<file path="config.mk">
export PLATFORM = sky130hd
export DESIGN_NAME = serial_rx_unstripe
export DESIGN_NICKNAME = d
export VERILOG_FILES = /design/src/rtl/serial_rx_unstripe_pkg.sv /design/src/rtl/serial_rx_unstripe_s2b.sv /design/src/rtl/serial_rx_unstripe.sv
export SDC_FILE = /design/constraint.sdc
export NUM_CORES = 1
export LEC_CHECK = 0
export BUFFER_PORTS_ARGS = -buffer_cell sky130_fd_sc_hd__buf_2
export CAP_MARGIN = 20
export CORE_MARGIN = 2
export CORE_UTILIZATION = 45
export DETAILED_ROUTE_END_ITERATION = 10
export PLACE_DENSITY = 0.76
export SLEW_MARGIN = 0
export SYNTH_ARGS = -nofsm -noshare
export SYNTH_HDL_FRONTEND = slang
export SYNTH_SLANG_ARGS = --single-unit
export TNS_END_PERCENT = 50
</file>
<file path="constraint.sdc">
create_clock -name clk_8f -period 4 [get_ports clk_8f]
set_input_delay 0.2 -clock clk_8f [delete_from_list [all_inputs] [get_ports clk_8f]]
set_output_delay 0.2 -clock clk_8f [all_outputs]
set_load 0.01 [all_outputs]
</file>
<file path="src/rtl/serial_rx_unstripe_pkg.sv">
// Shared constants and types for the serial receive unstriper.
package serial_rx_unstripe_pkg;

   localparam logic [7:0] COMMA = 8'hBC;
   localparam logic [2:0] COMMA_LOCK_COUNT = 3'd4;

   typedef enum logic [1:0] {
      ALIGN,
      LOCK,
      ACTIVE
   } rx_state_e;

   typedef logic [0:0] lane_idx_t;
   typedef logic [2:0] comma_cnt_t;

endpackage

</file>
<file path="src/rtl/serial_rx_unstripe_s2b.sv">
// Serial-to-byte front end: shift register, wrapping bit counter, byte-done strobe.
module serial_to_byte (
   input  logic       clk_8f,
   input  logic       reset,
   input  logic       serial_in,
   input  logic       realign,
   output logic [7:0] byte_val,
   output logic       byte_done
);

   logic [7:0] shreg_q, shreg_d;
   logic [2:0] bit_cnt_q, bit_cnt_d;

   always_comb begin
      shreg_d   = {shreg_q[6:0], serial_in};
      bit_cnt_d = realign ? 3'd0 : bit_cnt_q + 3'd1;
   end

   // The completed byte is the post-shift value on the wrapping edge.
   assign byte_val  = shreg_d;
   assign byte_done = (bit_cnt_q == 3'd7);

   always_ff @(posedge clk_8f or negedge reset) begin
      if (!reset) begin
         shreg_q   <= '0;
         bit_cnt_q <= '0;
      end else begin
         shreg_q   <= shreg_d;
         bit_cnt_q <= bit_cnt_d;
      end
   end

endmodule

</file>
<file path="src/rtl/serial_rx_unstripe.sv">
// Comma-aligned serial receiver that unstripes data bytes onto two lanes.
// Optional byte_count statistics port is enabled by defining RX_STATS_EN.
module serial_rx_unstripe
   import serial_rx_unstripe_pkg::*;
(
   input  logic       clk_8f,
   input  logic       reset,
   input  logic       serial_in,
   output logic [7:0] data_out_0,
   output logic       valid_out_0,
   output logic [7:0] data_out_1,
   output logic       valid_out_1,
   output logic       active
`ifdef RX_STATS_EN
   ,
   output logic [7:0] byte_count
`endif
);

   logic [7:0] byte_val;
   logic       byte_done;
   logic       realign;
   logic       is_comma;

   rx_state_e  state_q, state_d;
   comma_cnt_t comma_cnt_q, comma_cnt_d;
   lane_idx_t  lane_q, lane_d;

   logic       pend_vld_q, pend_vld_d;
   lane_idx_t  pend_lane_q, pend_lane_d;
   logic [7:0] pend_data_q, pend_data_d;

   logic [7:0] data0_q, data0_d;
   logic [7:0] data1_q, data1_d;
   logic       v0_q, v0_d;
   logic       v1_q, v1_d;
   logic       active_q, active_d;

   serial_to_byte u_s2b (
      .clk_8f    (clk_8f),
      .reset     (reset),
      .serial_in (serial_in),
      .realign   (realign),
      .byte_val  (byte_val),
      .byte_done (byte_done)
   );

   assign is_comma = (byte_val == COMMA);

   always_comb begin
      state_d     = state_q;
      comma_cnt_d = comma_cnt_q;
      lane_d      = lane_q;
      realign     = 1'b0;
      pend_vld_d  = 1'b0;
      pend_lane_d = pend_lane_q;
      pend_data_d = pend_data_q;
      unique case (state_q)
         ALIGN: begin
            if (is_comma) begin
               realign     = 1'b1;
               comma_cnt_d = 3'd1;
               state_d     = LOCK;
            end
         end
         LOCK: begin
            if (byte_done) begin
               if (is_comma) begin
                  comma_cnt_d = comma_cnt_q + 3'd1;
                  if (comma_cnt_d == COMMA_LOCK_COUNT)
                     state_d = ACTIVE;
               end else begin
                  comma_cnt_d = '0;
                  state_d     = ALIGN;
               end
            end
         end
         ACTIVE: begin
            if (byte_done) begin
               if (is_comma) begin
                  lane_d = '0;
               end else begin
                  pend_vld_d  = 1'b1;
                  pend_lane_d = lane_q;
                  pend_data_d = byte_val;
                  lane_d      = ~lane_q;
               end
            end
         end
         default: state_d = ALIGN;
      endcase
   end

   // Second stage: a byte staged on edge N is presented after edge N+1.
   always_comb begin
      data0_d  = data0_q;
      data1_d  = data1_q;
      v0_d     = pend_vld_q && (pend_lane_q == 1'b0);
      v1_d     = pend_vld_q && (pend_lane_q == 1'b1);
      active_d = (state_d == ACTIVE);
      if (v0_d) data0_d = pend_data_q;
      if (v1_d) data1_d = pend_data_q;
   end

   always_ff @(posedge clk_8f or negedge reset) begin
      if (!reset) begin
         state_q     <= ALIGN;
         comma_cnt_q <= '0;
         lane_q      <= '0;
         pend_vld_q  <= 1'b0;
         pend_lane_q <= '0;
         pend_data_q <= '0;
         data0_q     <= '0;
         data1_q     <= '0;
         v0_q        <= 1'b0;
         v1_q        <= 1'b0;
         active_q    <= 1'b0;
      end else begin
         state_q     <= state_d;
         comma_cnt_q <= comma_cnt_d;
         lane_q      <= lane_d;
         pend_vld_q  <= pend_vld_d;
         pend_lane_q <= pend_lane_d;
         pend_data_q <= pend_data_d;
         data0_q     <= data0_d;
         data1_q     <= data1_d;
         v0_q        <= v0_d;
         v1_q        <= v1_d;
         active_q    <= active_d;
      end
   end

   assign data_out_0  = data0_q;
   assign data_out_1  = data1_q;
   assign valid_out_0 = v0_q;
   assign valid_out_1 = v1_q;
   assign active      = active_q;

`ifdef RX_STATS_EN
   logic [7:0] byte_cnt_q, byte_cnt_d;

   always_comb begin
      byte_cnt_d = byte_cnt_q;
      if (pend_vld_d && (byte_cnt_q != 8'hFF))
         byte_cnt_d = byte_cnt_q + 8'd1;
   end

   always_ff @(posedge clk_8f or negedge reset) begin
      if (!reset) byte_cnt_q <= '0;
      else        byte_cnt_q <= byte_cnt_d;
   end

   assign byte_count = byte_cnt_q;
`endif

endmodule

</file>
==> results.sh <==
export IMPL_status="complete, no violations"
export IMPL_max_freq_mhz=503
export IMPL_final_common_cell="dfrtp_1"
export IMPL_critPathKind="reg2reg"
export IMPL_drc=0
export IMPL_layout_area_overhead_vs_synth_pct=12.5
export IMPL_synth_fp_nets=123
export IMPL_power_density_nw_per_um2=397
export IMPL_via_per_inst=5.25
export IMPL_die_w_um=67.2
export IMPL_hold_path_class="in2async"
export IMPL_grt_start_max_net_pins=46
export IMPL_final_cell_mix="45 x dfrtp_1, 21 x buf_2, 10 x mux2_2, 8 x mux2_4, 8 x mux2_1"
export IMPL_grt_usage_pct=15.5
export IMPL_ff_latch_area_sq_um=1130
export IMPL_numCtsBuffers=5
export IMPL_grt_pass1_wl_mm=5.01
export IMPL_finalCriticalPeriod_ns=1.99
export IMPL_routedWlPerCell_um=15.3
export IMPL_syn_area_per_cell_sq_um=15.5
export IMPL_worst_setup_path_start_kind="register"
export IMPL_n_fill_cell=321
export IMPL_vias=993
export IMPL_multiInputGateArea_sq_um=631
export IMPL_cp_data_arrival_time_ns=2.17
export IMPL_leakagePower_nw=0.925
export IMPL_cp_max_fo=11
export IMPL_synthArstFlopShare_pct=100
export IMPL_io_pins=22
export IMPL_firstDrtPassIters=2
export IMPL_finalPower_w=0.000803
export IMPL_io_buffers=21
export IMPL_antenna_diode_count=0
export IMPL_slew_viol_final=0
export IMPL_num_rows=22
export IMPL_ys_seq_elements=45
export IMPL_cts_resized=0
export IMPL_drive_gt1_share_pct=34.8
export IMPL_critPathCaptureType="register"
export IMPL_clockBufferDepth=2
export IMPL_cts_setup_buffers=0
export IMPL_relSlewSlack_pct=37.4
export IMPL_syn_area_sq_um=1800
export IMPL_tightest_slew_ns=0.939
export IMPL_grt_overflow=0
export IMPL_core_area_sq_um=3740
export IMPL_tns_ns=0
export IMPL_clk_pin_slew_ns=0.09
export IMPL_cts_root_buf="clkbuf_8"
export IMPL_report_final_hold_viol_count=0
export IMPL_die_y_um=67.2
export IMPL_timing_final_crit_share_pct=49.7
export IMPL_grt_setup_unrepaired="false"
export IMPL_grt_pass1_vias=1051
export IMPL_worstPathRequired_ns=4.18
export IMPL_ys_flop_type="dfrtp_1"
export IMPL_peakVddDrop_mv=0.210
export IMPL_ant_nets=0
export IMPL_start_util_pct=48.0
export IMPL_fin_util_pct=54.0
export IMPL_dp_final_hpwl_mm=2.01
export IMPL_drv_cap=0
export IMPL_antenna_found_initial=0
export IMPL_yosysWarnings=0
export IMPL_htree_levels=2
export IMPL_routed_wl_mm=2.89
export IMPL_dieArea_sq_um=4510
export IMPL_clk_latency_ns=0.30
export IMPL_synth_edf_count=0
export IMPL_place_congestion=0.827
export IMPL_synth_cell_type_count=34
export IMPL_clock_skew_ns=0.0105
export IMPL_drtIter0Drc=31
export IMPL_postSynthCellCount=116
export IMPL_cts_tree="built"
export IMPL_hold_buffers=0
export IMPL_cts_sinks=45
export IMPL_setup_violations=0
export IMPL_final_nets=147
export IMPL_yosysSeqAreaShare_pct=62.7
[power by group]
part           switching [W]  total (W)  internal [W]
clock network       0.000154   0.000277      0.000124
logic              0.0000217  0.0000417     0.0000200
registers          0.0000113   0.000484      0.000472
[critical path, stage by stage (launching register included)]
cell	delay [ns]
dfrtp_1	0.36
ha_1	0.15
ha_1	0.25
nand3b_1	0.16
a21oi_2	0.58
mux2_1	0.37
[Yosys cell counts, types with 2 or more instances]
cell type / n / share of area, %
o21ai_0: 3 / 0.84
mux2_2: 10 / 6.3
mux2_4: 8 / 6.7
mux2_1: 8 / 5.0
nor2b_1: 3 / 1.0
buf_6: 2 / 1.3
dfrtp_1: 45 / 63
nand3b_1: 2 / 0.84
o41ai_1: 2 / 0.98
o211ai_1: 2 / 0.84
nor2_1: 2 / 0.42
a21boi_1: 2 / 0.84
nand2b_1: 2 / 0.70
ha_1: 4 / 2.8
inv_1: 2 / 0.42
[layout make-up]
class | instances | area share [%]
Clock buffer | 5 | 3.41
Multi-Input combinational cell | 65 | 31.2
Timing Repair Buffer | 21 | 5.20
Tap cell | 48 | 2.97
Sequential cell | 45 | 55.7
Clock inverter | 3 | 1.11
Inverter | 2 | 0.372
[metrics by stage]
stage	cell area (sq um)	cells	worst slack, ns	hold WS, ns
after floorplan	1800	116	2.46	-0.0956
after global placement	1930	181	2.11	0.352
after detailed placement	1930	181	2.01	0.359
after CTS	2020	189	2.00	0.0361
after global routing	2020	189	1.88	0.0385
final	2020	189	2.01	0.0399
[registers in the layout, summed over array words and instances, names as in the netlist]
signal and flops:
pend_vld_q 1, valid_out_0 1, data_out_0 8, u_s2b.shreg_q 7, lane_q 1, pend_data_q 8
data_out_1 8, u_s2b.bit_cnt_q 3, state_q 2, valid_out_1 1, active 1, pend_lane_q 1
comma_cnt_q 3
[routing by layer]
metal	GRT usage (%)	routed length (um)	up-vias
li1	-	-	468
met1	19.2	1280	500
met2	23.9	1410	19
met3	5.33	129	6
met4	8.16	65	0
met5	0	0	-
[path summary, 6_finish.rpt]
kind,from,to,slack [ns],cells after the start
worst min register to register,u_s2b.shreg_q[0],u_s2b.shreg_q[1],0.42,0
worst min-delay path,reset,data_out_0[5],0.04,1
worst max-delay path,u_s2b.bit_cnt_q[0],pend_data_q[3],2.01,5
worst max register to register,u_s2b.bit_cnt_q[0],pend_data_q[3],2.01,5
max in group asynchronous,reset,comma_cnt_q[0],3.38,1
min in group clk_8f,serial_in,u_s2b.shreg_q[0],0.05,1
[kinds of logic (layout without fill, tap and decap cells)]
family / Yosys count / count (layout) / share of synthesized area, %
AO/OA/AOI/OAI: 14 / 14 / 5.78
XOR/XNOR: 1 / 1 / 0.488
adder cells (fa/ha/maj): 4 / 4 / 2.79
buffers and inverters: 6 / 31 / 2.16
flip-flops: 45 / 45 / 62.7
multiplexers: 26 / 26 / 18.0
AND/OR/NAND/NOR: 20 / 20 / 8.08
No activity file was read; power rests on OpenSTA's default activity.
